`config.mk`:
```
export PLATFORM = sky130hd
export DESIGN_NAME = uart_rx_flat
export DESIGN_NICKNAME = d
export VERILOG_FILES = /design/src/rtl/uart_rx_if.sv /design/src/rtl/uart_rx.sv /design/src/flat_wrapper.sv
export SDC_FILE = /design/constraint.sdc
export NUM_CORES = 1
export LEC_CHECK = 0
export BUFFER_PORTS_ARGS = -buffer_cell sky130_fd_sc_hd__buf_2
export CORE_ASPECT_RATIO = 1.5
export CORE_MARGIN = 2
export CORE_UTILIZATION = 31
export DETAILED_ROUTE_END_ITERATION = 10
export GPL_TIMING_DRIVEN = 1
export PLACE_DENSITY = 0.47
export SLEW_MARGIN = 20
export SYNTH_ARGS = -nofsm -noshare
export SYNTH_HDL_FRONTEND = slang
export SYNTH_SLANG_ARGS = --single-unit
```
`constraint.sdc`:
```
create_clock -name clk -period 2.7 [get_ports clk]
set_clock_uncertainty 0.1 [all_clocks]
set_input_delay 0 -clock clk [delete_from_list [all_inputs] [get_ports clk]]
set_output_delay 0 -clock clk [all_outputs]
set_load 0.005 [all_outputs]
```
`src/rtl/uart_rx_if.sv`:
```
`default_nettype none
// ============================================================================
//  Module      : uart_rx_if
//  Description : Serial line, frame configuration and received-byte outputs
//                of the UART receiver, bundled with master/slave views.
//  Revision    : 1.0 - initial release
// ============================================================================
interface uart_rx_if;
   logic       S_Data;        // serial line, idle high
   logic       Parity_EN;     // frame carries a parity bit
   logic       Parity_type;   // 0 = even, 1 = odd
   logic [4:0] Prescale;      // clock cycles per bit (even, 6..30)
   logic       Parity_error;  // frame-end pulse: parity mismatch
   logic       stop_error;    // frame-end pulse: stop bit sampled low
   logic       Data_valid;    // frame-end pulse: error-free frame
   logic [7:0] P_Data;        // last correctly received byte

   // Line driver / consumer side
   modport master (
      output S_Data, Parity_EN, Parity_type, Prescale,
      input  Parity_error, stop_error, Data_valid, P_Data
   );

   // Receiver side
   modport slave (
      input  S_Data, Parity_EN, Parity_type, Prescale,
      output Parity_error, stop_error, Data_valid, P_Data
   );
endinterface
`default_nettype wire

```
`src/rtl/uart_rx.sv`:
```
`default_nettype none
// ============================================================================
//  Module      : uart_rx
//  Description : Oversampling UART receiver. Start-bit detection with glitch
//                rejection, 3-sample majority vote per bit, 8 data bits
//                LSB-first, optional even/odd parity, stop-bit check and
//                registered one-cycle frame-end strobes.
//  Revision    : 1.0 - initial release
// ============================================================================
module uart_rx (
   input  logic     clk,
   input  logic     rst_n,
   uart_rx_if.slave rx
);

   typedef enum logic [2:0] {
      IDLE   = 3'd0,
      START  = 3'd1,
      DATA   = 3'd2,
      PARITY = 3'd3,
      STOP   = 3'd4
   } state_t;

   state_t     state_q, state_d;
   logic [4:0] edge_cnt_q, edge_cnt_d;
   logic [2:0] bit_cnt_q, bit_cnt_d;
   logic [2:0] samp_q, samp_d;
   logic [7:0] shift_q, shift_d;
   logic       par_fail_q, par_fail_d;
   logic [7:0] p_data_q, p_data_d;
   logic       data_valid_q, data_valid_d;
   logic       parity_error_q, parity_error_d;
   logic       stop_error_q, stop_error_d;

   // Edge-count landmarks inside one bit period
   logic [4:0] half, last, samp_lo, samp_hi, bit_ready;
   logic       is_last, is_ready, in_window, bit_val;

   assign half      = rx.Prescale >> 1;
   assign last      = rx.Prescale - 5'd1;
   assign samp_lo   = half - 5'd1;
   assign samp_hi   = half + 5'd1;
   assign bit_ready = half + 5'd2;

   assign is_last   = (edge_cnt_q == last);
   assign is_ready  = (edge_cnt_q == bit_ready);
   assign in_window = (edge_cnt_q >= samp_lo) && (edge_cnt_q <= samp_hi);

   // 2-of-3 majority of the samples taken around mid-bit
   assign bit_val = (samp_q[0] & samp_q[1]) |
                    (samp_q[0] & samp_q[2]) |
                    (samp_q[1] & samp_q[2]);

   // Next-state, counters, sampling, deserialisation and frame-end outputs.
   // At the smallest prescale the bit-ready and bit-end counts coincide, so
   // the per-bit actions below are independent ifs rather than an else chain.
   always_comb begin
      state_d        = state_q;
      edge_cnt_d     = edge_cnt_q;
      bit_cnt_d      = bit_cnt_q;
      samp_d         = samp_q;
      shift_d        = shift_q;
      par_fail_d     = par_fail_q;
      p_data_d       = p_data_q;
      data_valid_d   = 1'b0;
      parity_error_d = 1'b0;
      stop_error_d   = 1'b0;

      if (state_q != IDLE) begin
         edge_cnt_d = is_last ? 5'd0 : edge_cnt_q + 5'd1;
         if (in_window) begin
            samp_d = {samp_q[1:0], rx.S_Data};
         end
      end

      case (state_q)
         IDLE: begin
            edge_cnt_d = 5'd0;
            bit_cnt_d  = 3'd0;
            // The detection edge itself is edge count 0 of the start bit
            if (!rx.S_Data) begin
               state_d    = START;
               par_fail_d = 1'b0;
            end
         end

         START: begin
            if (is_last) begin
               state_d = DATA;
            end
            // A start bit that votes high was a glitch; this overrides the
            // bit-end advance when both land on the same edge.
            if (is_ready && bit_val) begin
               state_d    = IDLE;
               edge_cnt_d = 5'd0;
            end
         end

         DATA: begin
            if (is_ready) begin
               shift_d = {bit_val, shift_q[7:1]};
            end
            if (is_last) begin
               bit_cnt_d = bit_cnt_q + 3'd1;
               if (bit_cnt_q == 3'd7) begin
                  state_d = rx.Parity_EN ? PARITY : STOP;
               end
            end
         end

         PARITY: begin
            if (is_ready) begin
               par_fail_d = bit_val ^ (^shift_q) ^ rx.Parity_type;
            end
            if (is_last) begin
               state_d = STOP;
            end
         end

         STOP: begin
            if (is_last) begin
               state_d        = IDLE;
               parity_error_d = par_fail_q;
               stop_error_d   = ~bit_val;
               data_valid_d   = ~par_fail_q & bit_val;
               if (~par_fail_q & bit_val) begin
                  p_data_d = shift_q;
               end
            end
         end

         default: begin
            state_d = IDLE;
         end
      endcase
   end

   // State and datapath registers; reset aborts any frame in progress
   always_ff @(posedge clk or negedge rst_n) begin
      if (!rst_n) begin
         state_q        <= IDLE;
         edge_cnt_q     <= 5'd0;
         bit_cnt_q      <= 3'd0;
         samp_q         <= 3'd0;
         shift_q        <= 8'h00;
         par_fail_q     <= 1'b0;
         p_data_q       <= 8'h00;
         data_valid_q   <= 1'b0;
         parity_error_q <= 1'b0;
         stop_error_q   <= 1'b0;
      end else begin
         state_q        <= state_d;
         edge_cnt_q     <= edge_cnt_d;
         bit_cnt_q      <= bit_cnt_d;
         samp_q         <= samp_d;
         shift_q        <= shift_d;
         par_fail_q     <= par_fail_d;
         p_data_q       <= p_data_d;
         data_valid_q   <= data_valid_d;
         parity_error_q <= parity_error_d;
         stop_error_q   <= stop_error_d;
      end
   end

   assign rx.P_Data       = p_data_q;
   assign rx.Data_valid   = data_valid_q;
   assign rx.Parity_error = parity_error_q;
   assign rx.stop_error   = stop_error_q;

endmodule
`default_nettype wire

```
`src/flat_wrapper.sv`:
```
// flat-port wrapper written by rule: the top's interface ports become plain ports
module uart_rx_flat 
  (clk, rst_n, rx_S_Data, rx_Parity_EN, rx_Parity_type, rx_Prescale, rx_Parity_error, rx_stop_error, rx_Data_valid, rx_P_Data);
  uart_rx_if rx_i ();
  input  logic clk;
  input  logic rst_n;
  input wire logic [$bits(rx_i.S_Data)-1:0] rx_S_Data;
  input wire logic [$bits(rx_i.Parity_EN)-1:0] rx_Parity_EN;
  input wire logic [$bits(rx_i.Parity_type)-1:0] rx_Parity_type;
  input wire logic [$bits(rx_i.Prescale)-1:0] rx_Prescale;
  output wire logic [$bits(rx_i.Parity_error)-1:0] rx_Parity_error;
  output wire logic [$bits(rx_i.stop_error)-1:0] rx_stop_error;
  output wire logic [$bits(rx_i.Data_valid)-1:0] rx_Data_valid;
  output wire logic [$bits(rx_i.P_Data)-1:0] rx_P_Data;
  assign rx_i.S_Data = rx_S_Data;
  assign rx_i.Parity_EN = rx_Parity_EN;
  assign rx_i.Parity_type = rx_Parity_type;
  assign rx_i.Prescale = rx_Prescale;
  assign rx_Parity_error = rx_i.Parity_error;
  assign rx_stop_error = rx_i.stop_error;
  assign rx_Data_valid = rx_i.Data_valid;
  assign rx_P_Data = rx_i.P_Data;
  uart_rx u_core (.clk(clk), .rst_n(rst_n), .rx(rx_i));
endmodule
```
# Word-level counts from Yosys, hierarchy flattened
# Index checks and enable logic that the tools add are counted.
# Widths: inputs -> output; s select.
# op_classes
order_cmp	2
n_mux	24
bitwise	10
n_reduce_logical	13
n_addsub	6
eq_ne	14
# op_table
op	count
$mux 3	9
$mux 5	3
$pmux 3 s5	1
$eq 5x5->1	2
$ne 2x1->1 const B	5
$pmux 5 s2	1
$mux 1	8
$reduce_xor 8->1	1
$eq 3x2->1 const B	2
$eq 3x3->1 const B	2
$pmux 3 s2	1
$reduce_and 2->1	3
$reduce_and 3->1	2
$reduce_and 6->1	1
$add 4x1->5 const B	1
$add 4x2->5 const B	1
$add 5x1->5 const B	1
$ge 5x5->1	1
$le 5x5->1	1
$sub 4x1->5 const B	1
$sub 5x1->5 const B	1
$and 1x1->1	4
$reduce_bool 2->1	2
$add 3x1->3 const B	1
10 further kinds	14
# totals
inputBits	10
ff_bits	34
output_inout_bits	11
wordCells	79

# Longest topological paths before layout
# Gate-level depths: netlist (run 1).
# logic_depth
word_depth	7
mapped_depth	11
depth_no_buf	10

# Worst setup path before layout (run 1)
# OpenSTA, ideal clock, no wires.
# synth_path
kind	register -> register
start	register u_core.edge_cnt_q[3]
end	register u_core.shift_q[0]
period_less_slack_ns	2.302
required_ns	2.475
setup_time_ns	0.125
n_path_buf	0
stages_incl_launch_ff	6
arrival_ns	2.078
setup_slack_ns	0.398
cell_sequence	dfrtp_1 xor2_1 or3_1 a2111o_1 nor3_4 mux2_2
# synth_via
elab_chain_len	2
# synth_lines
element	line	source
start, declared	uart_rx.sv:25	logic [4:0] edge_cnt_q, edge_cnt_d;
start signal, assigned	uart_rx.sv:153	edge_cnt_q <= edge_cnt_d;
$eq 5x5->1	uart_rx.sv:46	assign is_ready = (edge_cnt_q == bit_ready);
$reduce_and 2->1 (no source line)	n/a	
end signal, assigned	uart_rx.sv:156	shift_q <= shift_d;
end, declared	uart_rx.sv:28	logic [7:0] shift_q, shift_d;
# No other way between the ends.
# A chain may end at the register's enable or synchronous reset.

# Worst setup path after layout (run 1)
# Ends and elaborated chain as after synthesis.

==> out/qor.csv, run 1 <==
metric,value,unit
status,completed,
syn_nets,225,
period utilisation layout,92.2,%
WP data arrival,2.55,ns
maximum VDD drop,0.000308,V
"Seq/Total Area, Yosys",40.1,%
IO Count,21,
grt total ovfl,0,
final WL,4.23,mm
share of the synthesized area in the top cell type,40.1,%
crit path kind,reg2reg,
Post-synth top cells,"34 x dfrtp_1, 22 x mux2_2, 19 x ha_1",
Num CTS Buffers,5,
Worst-Margin Slew,0.784,ns
clk_lat worst skew,0.28,ns
Post CTS Setup Buffer Count,0,
TritonCTS clock tree,yes,
HPWL Detailed,3.20,mm
CP Capture Type,register,
Tot GR Track Use,12.7,%
clock slew seen by the registers of the worst setup and hold paths,0.07,ns
Simple-Gate Fraction of Synth Area,12.5,%
Placer Congestion,0.724,
final hold viol count,0,
first-pass GRT wire length,7.66,mm
WHS,0.0261,ns
power per cell area,791,mW/mm^2
vias in the first global route,1582,
startpoint types,register,
core footprint,0.00658,sq mm
ys flop type,dfrtp_1,
largest net degree at the start of global routing,35,
post-synth top area cell,dfrtp_1,
# nets final,249,
share of post-route cells with drive strength above 1,26.7,%
Max-Cap Viols,0,
Synth Warn #,0,
P_leak,1.16,nW
initial antenna violation count,0,
CTS resizes,0,
root buf cell,clkbuf_8,
XOR/XNOR Fraction of Synth Area,10.7,%
num rows,36,
Clock Sink Count,34,
routed vias,1477,
Avg WL per Cell,14.2,microns
Synth async-reset ratio,100,%
max-slew violations,0,
"Power, Total",1.91,mW
setup repair after global routing missed its margin,no,
# hold bufs at CTS,2,
Port-buffer cells,20,
min-delay worst type,in2reg,
Final setup viols,0,
DRT Pass-1 Iters,4,
synth top area cells,"dfrtp_1 40%, mux2_2 12%, ha_1 11%",
main combinational cell family by area after synthesis,simple AND/OR/NAND/NOR gates,
htree depth,2,
compound-gate portion of the synthesized area,9.45,%
Starting Density,32.2,%
drt drc,0,
Final ANT Viol Nets,0,
Die X,71.5,microns
Synth Instances,196,
"count leader, synth",dfrtp_1,
ANT cells,0,
placed cell areas,0.00230,sq mm
min cycle time layout,2.49,ns
Iter 0 DRT Violations,35,
Syn Area/Cell,10.8,sq um
final instance area,0.00242,sq mm
final setup TNS,0,ns
post-synthesis mux area share,12.2,%
Chip Height,105,microns
routed vias/inst,4.97,
worst-path fanout max,8,
max_slew headroom,47.7,%
Post-synth EDFFs,0,
Adder-Cell Fraction of Synth Area,11.2,%
die area,0.00753,sq mm
Register Area,851,sq um
multi-input combinational cell area,0.00119,sq mm
"Req. time, crit path",2.76,ns
post-synthesis cell area,0.00212,sq mm
synth unique cells,40,
synthesis-stage register bit count,34,
Longest Clk Path Bufs,2,
Achievable Freq,402,MHz
area grow syn2layout,14.0,%
fillcell total,703,
==> where the power goes <==
| part | internal (mW) | switching [mW] |
|---|---|---|
| logic | 0.376 | 0.366 |
| clock network | 0.206 | 0.174 |
| registers | 0.615 | 0.176 |
==> per-layer routing <==
layer  vias to the layer above  routed length [microns]  GRT usage (%)
met5                         -                        0              0
met4                         0                       31           4.45
met3                         2                      106           2.77
met2                        18                     2260           22.0
met1                       721                     1830           15.2
li1                        736                        -              -
==> cell families after synthesis <==
kind of cell	Yosys count
adders and majority gates	19
buffers and inverters	21
muxes	23
and+or+nand+nor	45
xor gates and xnor gates	26
AOI/OAI and AO/OA	28
DFF	34
==> layout make-up <==
class | count | share of cell area [%]
well taps | 76 | 3.94
flip-flops and latches | 34 | 35.2
clock buffers | 7 | 3.57
clock inverters | 1 | 0.207
inverters | 13 | 2.02
repair buffers | 25 | 5.90
multi-input cells | 141 | 49.1
==> final timing paths <==
kind,startpoint,end,slack (ns),cells past startpoint
worst min register to register,u_core.rx.P_Data[1],u_core.rx.P_Data[1],0.41,1
max in group asynchronous,rst_n,u_core.shift_q[6],1.76,2
worst max-delay path,u_core.edge_cnt_q[3],u_core.shift_q[0],0.21,5
min in group asynchronous,rst_n,u_core.rx.P_Data[1],0.24,2
worst max register to register,u_core.edge_cnt_q[3],u_core.shift_q[0],0.21,5
worst min-delay path,rx_Parity_EN,u_core.state_q[0],0.03,4
==> critical path, cell delays in order (launching register included) <==
cell	delay [ns]
dfrtp_1	0.47
xor2_1	0.20
or3_1	0.31
a2111o_1	0.49
nor3_4	0.41
mux2_2	0.39
==> cells in the final DEF (no fill, tap or decap), types with 2 or more instances in the layout <==
cell type and instances:
nor2_1 12, ha_1 19, dlygate4sd3_1 2, buf_4 3, buf_2 20, nand2_1 6, dfrtp_1 34, nor3_1 5
inv_1 13, xnor2_1 18, nand3_1 4, o21a_1 3, a21oi_1 3, nand3b_1 3, xor2_1 8, mux2_2 22
or3_1 4, clkbuf_8 6, a22o_1 3, nand2b_1 2, nand4_1 3, a31oi_1 2, o21ai_0 6
==> state kept, by name (all words and copies together) (netlist names) <==
name / count
u_core.rx.P_Data: 8
u_core.shift_q: 8
u_core.edge_cnt_q: 5
u_core.bit_cnt_q: 3
u_core.samp_q: 3
u_core.state_q: 3
u_core.par_fail_q: 1
u_core.rx.Data_valid: 1
u_core.rx.Parity_error: 1
u_core.rx.stop_error: 1
==> per-stage QoR <==
step	instances	setup WS (ns)	util, %
finish	297	0.210	36.7
global route	297	0.0721	36.7
CTS	297	0.197	36.7
detailed placement	287	0.206	35.0
floorplan	196	0.398	-
global placement	287	0.232	35.0
Power figures use the tool's default switching activity.
==> inputs of run 2 (changes only) <==
--- a/config.mk
+++ b/config.mk
@@ -9,6 +9,7 @@
 export CORE_ASPECT_RATIO = 1.5
 export CORE_MARGIN = 2
 export CORE_UTILIZATION = 31
+export CTS_BUF_LIST = sky130_fd_sc_hd__clkbuf_4
 export DETAILED_ROUTE_END_ITERATION = 10
 export GPL_TIMING_DRIVEN = 1
 export PLACE_DENSITY = 0.47
==> out/qor.csv, run 2 (same netlist as run 1, synthesis figures left out) <==
metric,value,unit,change
final setup TNS,0,ns,unchanged
clock slew seen by the registers of the worst setup and hold paths,0.11,ns,was 0.07 ns
initial antenna violation count,0,,unchanged
num rows,36,,unchanged
FF-to-FF path depth,5,,unchanged
clk_lat worst skew,0.32,ns,was 0.28 ns
Longest Clk Path Bufs,2,,unchanged
# nets final,250,,was 249
Final ANT Viol Nets,0,,unchanged
Num CTS Buffers,5,,unchanged
min cycle time layout,2.49,ns,about the same
Final setup viols,0,,unchanged
WP data arrival,2.60,ns,was 2.55 ns
setup repair after global routing missed its margin,no,,unchanged
grt total ovfl,0,,unchanged
min-delay worst type,in2reg,,unchanged
"commonest cells after routing, fill and taps aside","34 x dfrtp_1, 22 x mux2_2, 20 x buf_2",,unchanged
ANT cells,0,,unchanged
"most common cell after layout, fill and taps aside",dfrtp_1,,unchanged
area grow syn2layout,12.7,%,was 14.0%
Worst-Margin Slew,0.791,ns,was 0.784 ns
IO Count,21,,unchanged
Clock Sink Count,34,,unchanged
final hold viol count,0,,unchanged
Post CTS Setup Buffer Count,0,,unchanged
HPWL Detailed,3.20,mm,unchanged
die area,0.00753,sq mm,unchanged
root buf cell,clkbuf_4,,was clkbuf_8
CP Capture Type,register,,unchanged
vias in the first global route,1570,,was 1582
status,completed,,unchanged
Die X,71.5,microns,unchanged
Max-Cap Viols,0,,unchanged
routed vias,1473,,was 1477
largest net degree at the start of global routing,35,,unchanged
first-pass GRT wire length,7.62,mm,was 7.66 mm
worst-path fanout max,8,,unchanged
setup slack after layout,0.209,ns,was 0.210 ns
DP Worst Slack,0.206,ns,unchanged
maximum VDD drop,0.000333,V,was 0.000308 V
Starting Density,32.2,%,unchanged
startpoint types,register,,unchanged
Placer Congestion,0.724,,unchanged
core footprint,0.00658,sq mm,unchanged
drt drc,0,,unchanged
Tot GR Track Use,12.6,%,was 12.7%
crit path kind,reg2reg,,unchanged
Port-buffer cells,20,,unchanged
routed vias/inst,4.94,,was 4.97
"Req. time, crit path",2.81,ns,was 2.76 ns
Avg WL per Cell,14.2,microns,about the same
htree depth,2,,unchanged
hold depth,6,,was 4
max_slew headroom,47.2,%,was 47.7%
DRT Pass-1 Iters,3,,was 4
P_leak,1.15,nW,was 1.16 nW
TritonCTS clock tree,yes,,unchanged
power per cell area,756,mW/mm^2,was 791 mW/mm^2
max-slew violations,0,,unchanged
Chip Height,105,microns,unchanged
fillcell total,703,,unchanged
share of post-route cells with drive strength above 1,26.6,%,was 26.7%
final WL,4.22,mm,was 4.23 mm
period utilisation layout,92.3,%,was 92.2%
Achievable Freq,401,MHz,was 402 MHz
Iter 0 DRT Violations,24,,was 35
## run 2: final timing paths
| check | from | endpoint | slack [ns] |
|---|---|---|---|
| worst max-delay path | u_core.edge_cnt_q[3] | u_core.shift_q[0] | 0.21 |
| worst min-delay path | rx_Parity_type | u_core.par_fail_q | 0.12 |
| worst max register to register | u_core.edge_cnt_q[3] | u_core.shift_q[0] | 0.21 |
| worst min register to register | u_core.rx.P_Data[1] | u_core.rx.P_Data[1] | 0.41 |
| max in group asynchronous | rst_n | u_core.edge_cnt_q[0] | 1.80 |
| min in group asynchronous | rst_n | u_core.rx.Parity_error | 0.17 |
## run 2: worst max-delay path, stage by stage, from the launching register on
cell      delay [ns]
dfrtp_1         0.48
xor2_1          0.20
or3_1           0.31
a2111o_1        0.49
nor3_4          0.41
mux2_2          0.39
## run 2: stage by stage
stage / power [mW] / hold WS (ns) / instance area [sq um] / std cells / utilization (%)
detailed placement: 1.56 / 0.0382 / 2300 / 287 / 35.0
floorplan: 1.37 / -0.396 / 2120 / 196 / -
CTS: 1.85 / 0.124 / 2390 / 298 / 36.3
global route: 1.98 / 0.141 / 2390 / 298 / 36.3
finish: 1.80 / 0.124 / 2390 / 298 / 36.3
global placement: 1.55 / 0.0333 / 2300 / 287 / 35.0
## run 2: layout make-up
type | count | area [sq um] | area share (%)
multi-input cells | 141 | 1190 | 49.7
flip-flops and latches | 34 | 851 | 35.6
repair buffers | 26 | 153 | 6.39
well taps | 76 | 95.1 | 3.98
inverters | 13 | 48.8 | 2.04
clock buffers | 6 | 45.0 | 1.89
clock inverters | 2 | 8.76 | 0.367
## run 2: power breakdown
| part | internal (mW) | leakage (nW) | switching [mW] |
|---|---|---|---|
| clock network | 0.108 | 0.0331 | 0.165 |
| logic | 0.377 | 0.660 | 0.365 |
| registers | 0.613 | 0.454 | 0.176 |
## run 2: repair_timing
item,in CTS,in global routing
endpoints found under the hold margin,37,0
hold buffers,3,0
gates resized for setup,0,0
## run 2: layer usage
layer	global-route usage, %	part of all wire (%)	vias up
met3	2.49	2.5	2
met2	22.0	53	18
met4	4.45	0.73	0
li1	-	-	739
met5	0	0	-
met1	15.1	44	714
==> inputs of run 3 (changes only) <==
==> constraint.sdc (replaced) <==
create_clock -name clk -period 2.9 [get_ports clk]
set_clock_uncertainty 0.1 [all_clocks]
set_input_delay 0 -clock clk [delete_from_list [all_inputs] [get_ports clk]]
set_output_delay 0 -clock clk [all_outputs]
set_load 0.02 [all_outputs]
==> out/qor.csv, run 3 (same netlist as run 1, synthesis figures left out) <==
metric,value,unit,change
status,completed,,unchanged
P_leak,1.14,nW,was 1.15 nW
die area,0.00753,sq mm,unchanged
worst-path fanout max,8,,unchanged
clock slew seen by the registers of the worst setup and hold paths,0.11,ns,about the same
crit path kind,reg2reg,,unchanged
Max-Cap Viols,0,,unchanged
num rows,36,,unchanged
Starting Density,32.2,%,unchanged
Achievable Freq,404,MHz,was 401 MHz
"commonest cells after routing, fill and taps aside","34 x dfrtp_1, 22 x mux2_2, 20 x buf_2",,unchanged
final hold viol count,0,,unchanged
combinational share of power,41.0,%,was 41.1%
Avg WL per Cell,14.3,microns,was 14.2 microns
share of post-route cells with drive strength above 1,26.2,%,was 26.6%
initial antenna violation count,0,,unchanged
setup slack after layout,0.423,ns,was 0.209 ns
HPWL Detailed,3.25,mm,was 3.20 mm
Critical Path Sink,u_core.shift_q[1],,was u_core.shift_q[0]
maximum VDD drop,0.000336,V,was 0.000333 V
grt total ovfl,0,,unchanged
WP depth,5,,unchanged
"reg-to-reg slack, setup",0.42,ns,was 0.21 ns
Chip Height,105,microns,unchanged
P_int,1.00,mW,was 1.10 mW
Num CTS Buffers,5,,unchanged
period utilisation layout,85.4,%,was 92.3%
crit path buf inv count,0,,unchanged
Longest Clk Path Bufs,2,,unchanged
routed vias,1466,,was 1473
max-slew violations,0,,unchanged
final WL,4.26,mm,was 4.22 mm
Switching Fraction,40.1,%,was 39.1%
Iter 0 DRT Violations,20,,was 24
first-pass GRT wire length,7.39,mm,was 7.62 mm
crit path launch,u_core.edge_cnt_q[3],,unchanged
Tot GR Track Use,12.5,%,was 12.6%
htree depth,2,,unchanged
slowest stage cell on the critical path,a2111o_1,,unchanged
startpoint types,register,,unchanged
Final setup viols,0,,unchanged
# nets final,249,,was 250
vias in the first global route,1567,,was 1570
multi-input combinational cell area,0.00119,sq mm,unchanged
fillcell total,687,,was 703
"most common cell after layout, fill and taps aside",dfrtp_1,,unchanged
CTS resizes,0,,unchanged
DP Worst Slack,0.408,ns,was 0.206 ns
Register Area,851,sq um,unchanged
final setup TNS,0,ns,unchanged
setup repair after global routing missed its margin,no,,unchanged
Final ANT Viol Nets,0,,unchanged
Port-buffer cells,20,,unchanged
"Req. time, crit path",3.03,ns,was 2.81 ns
Critical R2R Launch,u_core.edge_cnt_q[3],,unchanged
largest net degree at the start of global routing,35,,unchanged
max_slew headroom,50.4,%,was 47.2%
core footprint,0.00658,sq mm,unchanged
Clock Sink Count,34,,unchanged
Worst-Margin Slew,0.743,ns,was 0.791 ns
DRT Pass-1 Iters,3,,unchanged
share of power burned in registers,43.8,%,about the same
WP data arrival,2.61,ns,was 2.60 ns
clock power share,15.1,%,about the same
P_sw,671,uW,was 706 uW
area grow syn2layout,12.3,%,was 12.7%
hold depth,6,,unchanged
CP Capture Type,register,,unchanged
IO Count,21,,unchanged
drt drc,0,,unchanged
power per cell area,704,mW/mm^2,was 756 mW/mm^2
Placer Congestion,0.746,,was 0.724
Crit path largest cell delay,0.49,ns,about the same
crit path cell chain,xor2_1 -> or3_1 -> a2111o_1 -> nor3_4 -> mux2_2,,unchanged
R2R Path End,u_core.shift_q[1],,was u_core.shift_q[0]
Die X,71.5,microns,unchanged
family with the most delay on the worst path,simple AND/OR/NAND/NOR gates,,unchanged
min cycle time layout,2.48,ns,was 2.49 ns
clk_lat worst skew,0.34,ns,was 0.32 ns
min-delay worst type,in2reg,,unchanged
routed vias/inst,4.94,,about the same
FF-to-FF path depth,5,,unchanged
TritonCTS clock tree,yes,,unchanged
root buf cell,clkbuf_4,,unchanged
ANT cells,0,,unchanged
==> run 3: cell types whose count changed in the layout (fill, tap and decap cells not counted), sizes merged <==
| cell | previous run | this run |
|---|---|---|
| clkinvlp | 0 | 1 |
| buf | 23 | 22 |
| clkbuf | 6 | 5 |
==> run 3: final cells by class <==
type | count | area share, %
Sequential cell | 34 | 35.7
Timing Repair Buffer | 25 | 6.10
Clock inverter | 3 | 0.683
Tap cell | 76 | 3.99
Inverter | 13 | 2.05
Multi-Input combinational cell | 141 | 49.9
Clock buffer | 5 | 1.58
==> run 3: repair_timing <==
item | in CTS | in global routing
hold buffers | 3 | 0
hold endpoints to repair | 37 | 0
setup buffers | 0 | 0
==> run 3: worst min path at each step <==
stage | slack (ns) | start | endpoint
3_3_place_gp | 0.03 | rst_n | u_core.rx.Parity_error
5_1_grt | 0.22 | rst_n | u_core.rx.Parity_error
3_5_place_dp | 0.02 | rst_n | u_core.rx.P_Data[1]
4_1_cts | 0.11 | rx_Parity_type | u_core.par_fail_q
6_report | 0.11 | rx_Parity_type | u_core.par_fail_q
2_1_floorplan | -0.40 | rst_n | u_core.bit_cnt_q[0]
==> run 3: tightest hold or removal path: stages <==
cell and delay (ns):
buf_2 0.09, xnor2_1 0.06, xnor2_1 0.16, xnor2_1 0.07, nand3_1 0.07, mux2i_1 0.07
==> run 3: power by group through the flow <==
stage	Combinational, mW	Sequential (mW)	Clock [mW]
5_1_grt	0.790	0.757	0.288
4_1_cts	0.705	0.741	0.270
6_report	0.687	0.734	0.254
2_1_floorplan	0.612	0.661	0
3_5_place_dp	0.697	0.751	0
3_3_place_gp	0.690	0.747	0
==> run 3: stage by stage <==
stage	std cells	total power, mW	instance area (sq um)	util [%]	hold WS (ns)
final	297	1.68	2380	36.2	0.113
after global routing	297	1.84	2380	36.2	0.222
after CTS	297	1.72	2380	36.2	0.115
after detailed placement	286	1.45	2300	34.9	0.0224
after global placement	286	1.44	2300	34.9	0.0307
after floorplan	196	1.27	2120	-	-0.396
==> run 3: layer usage <==
layer | global-route usage [%] | part of all wire [%] | up-vias
li1 | - | - | 731
met1 | 13.7 | 41 | 710
met2 | 22.9 | 55 | 19
met3 | 2.01 | 2.4 | 6
met4 | 5.39 | 1.9 | 0
met5 | 0 | 0 | -
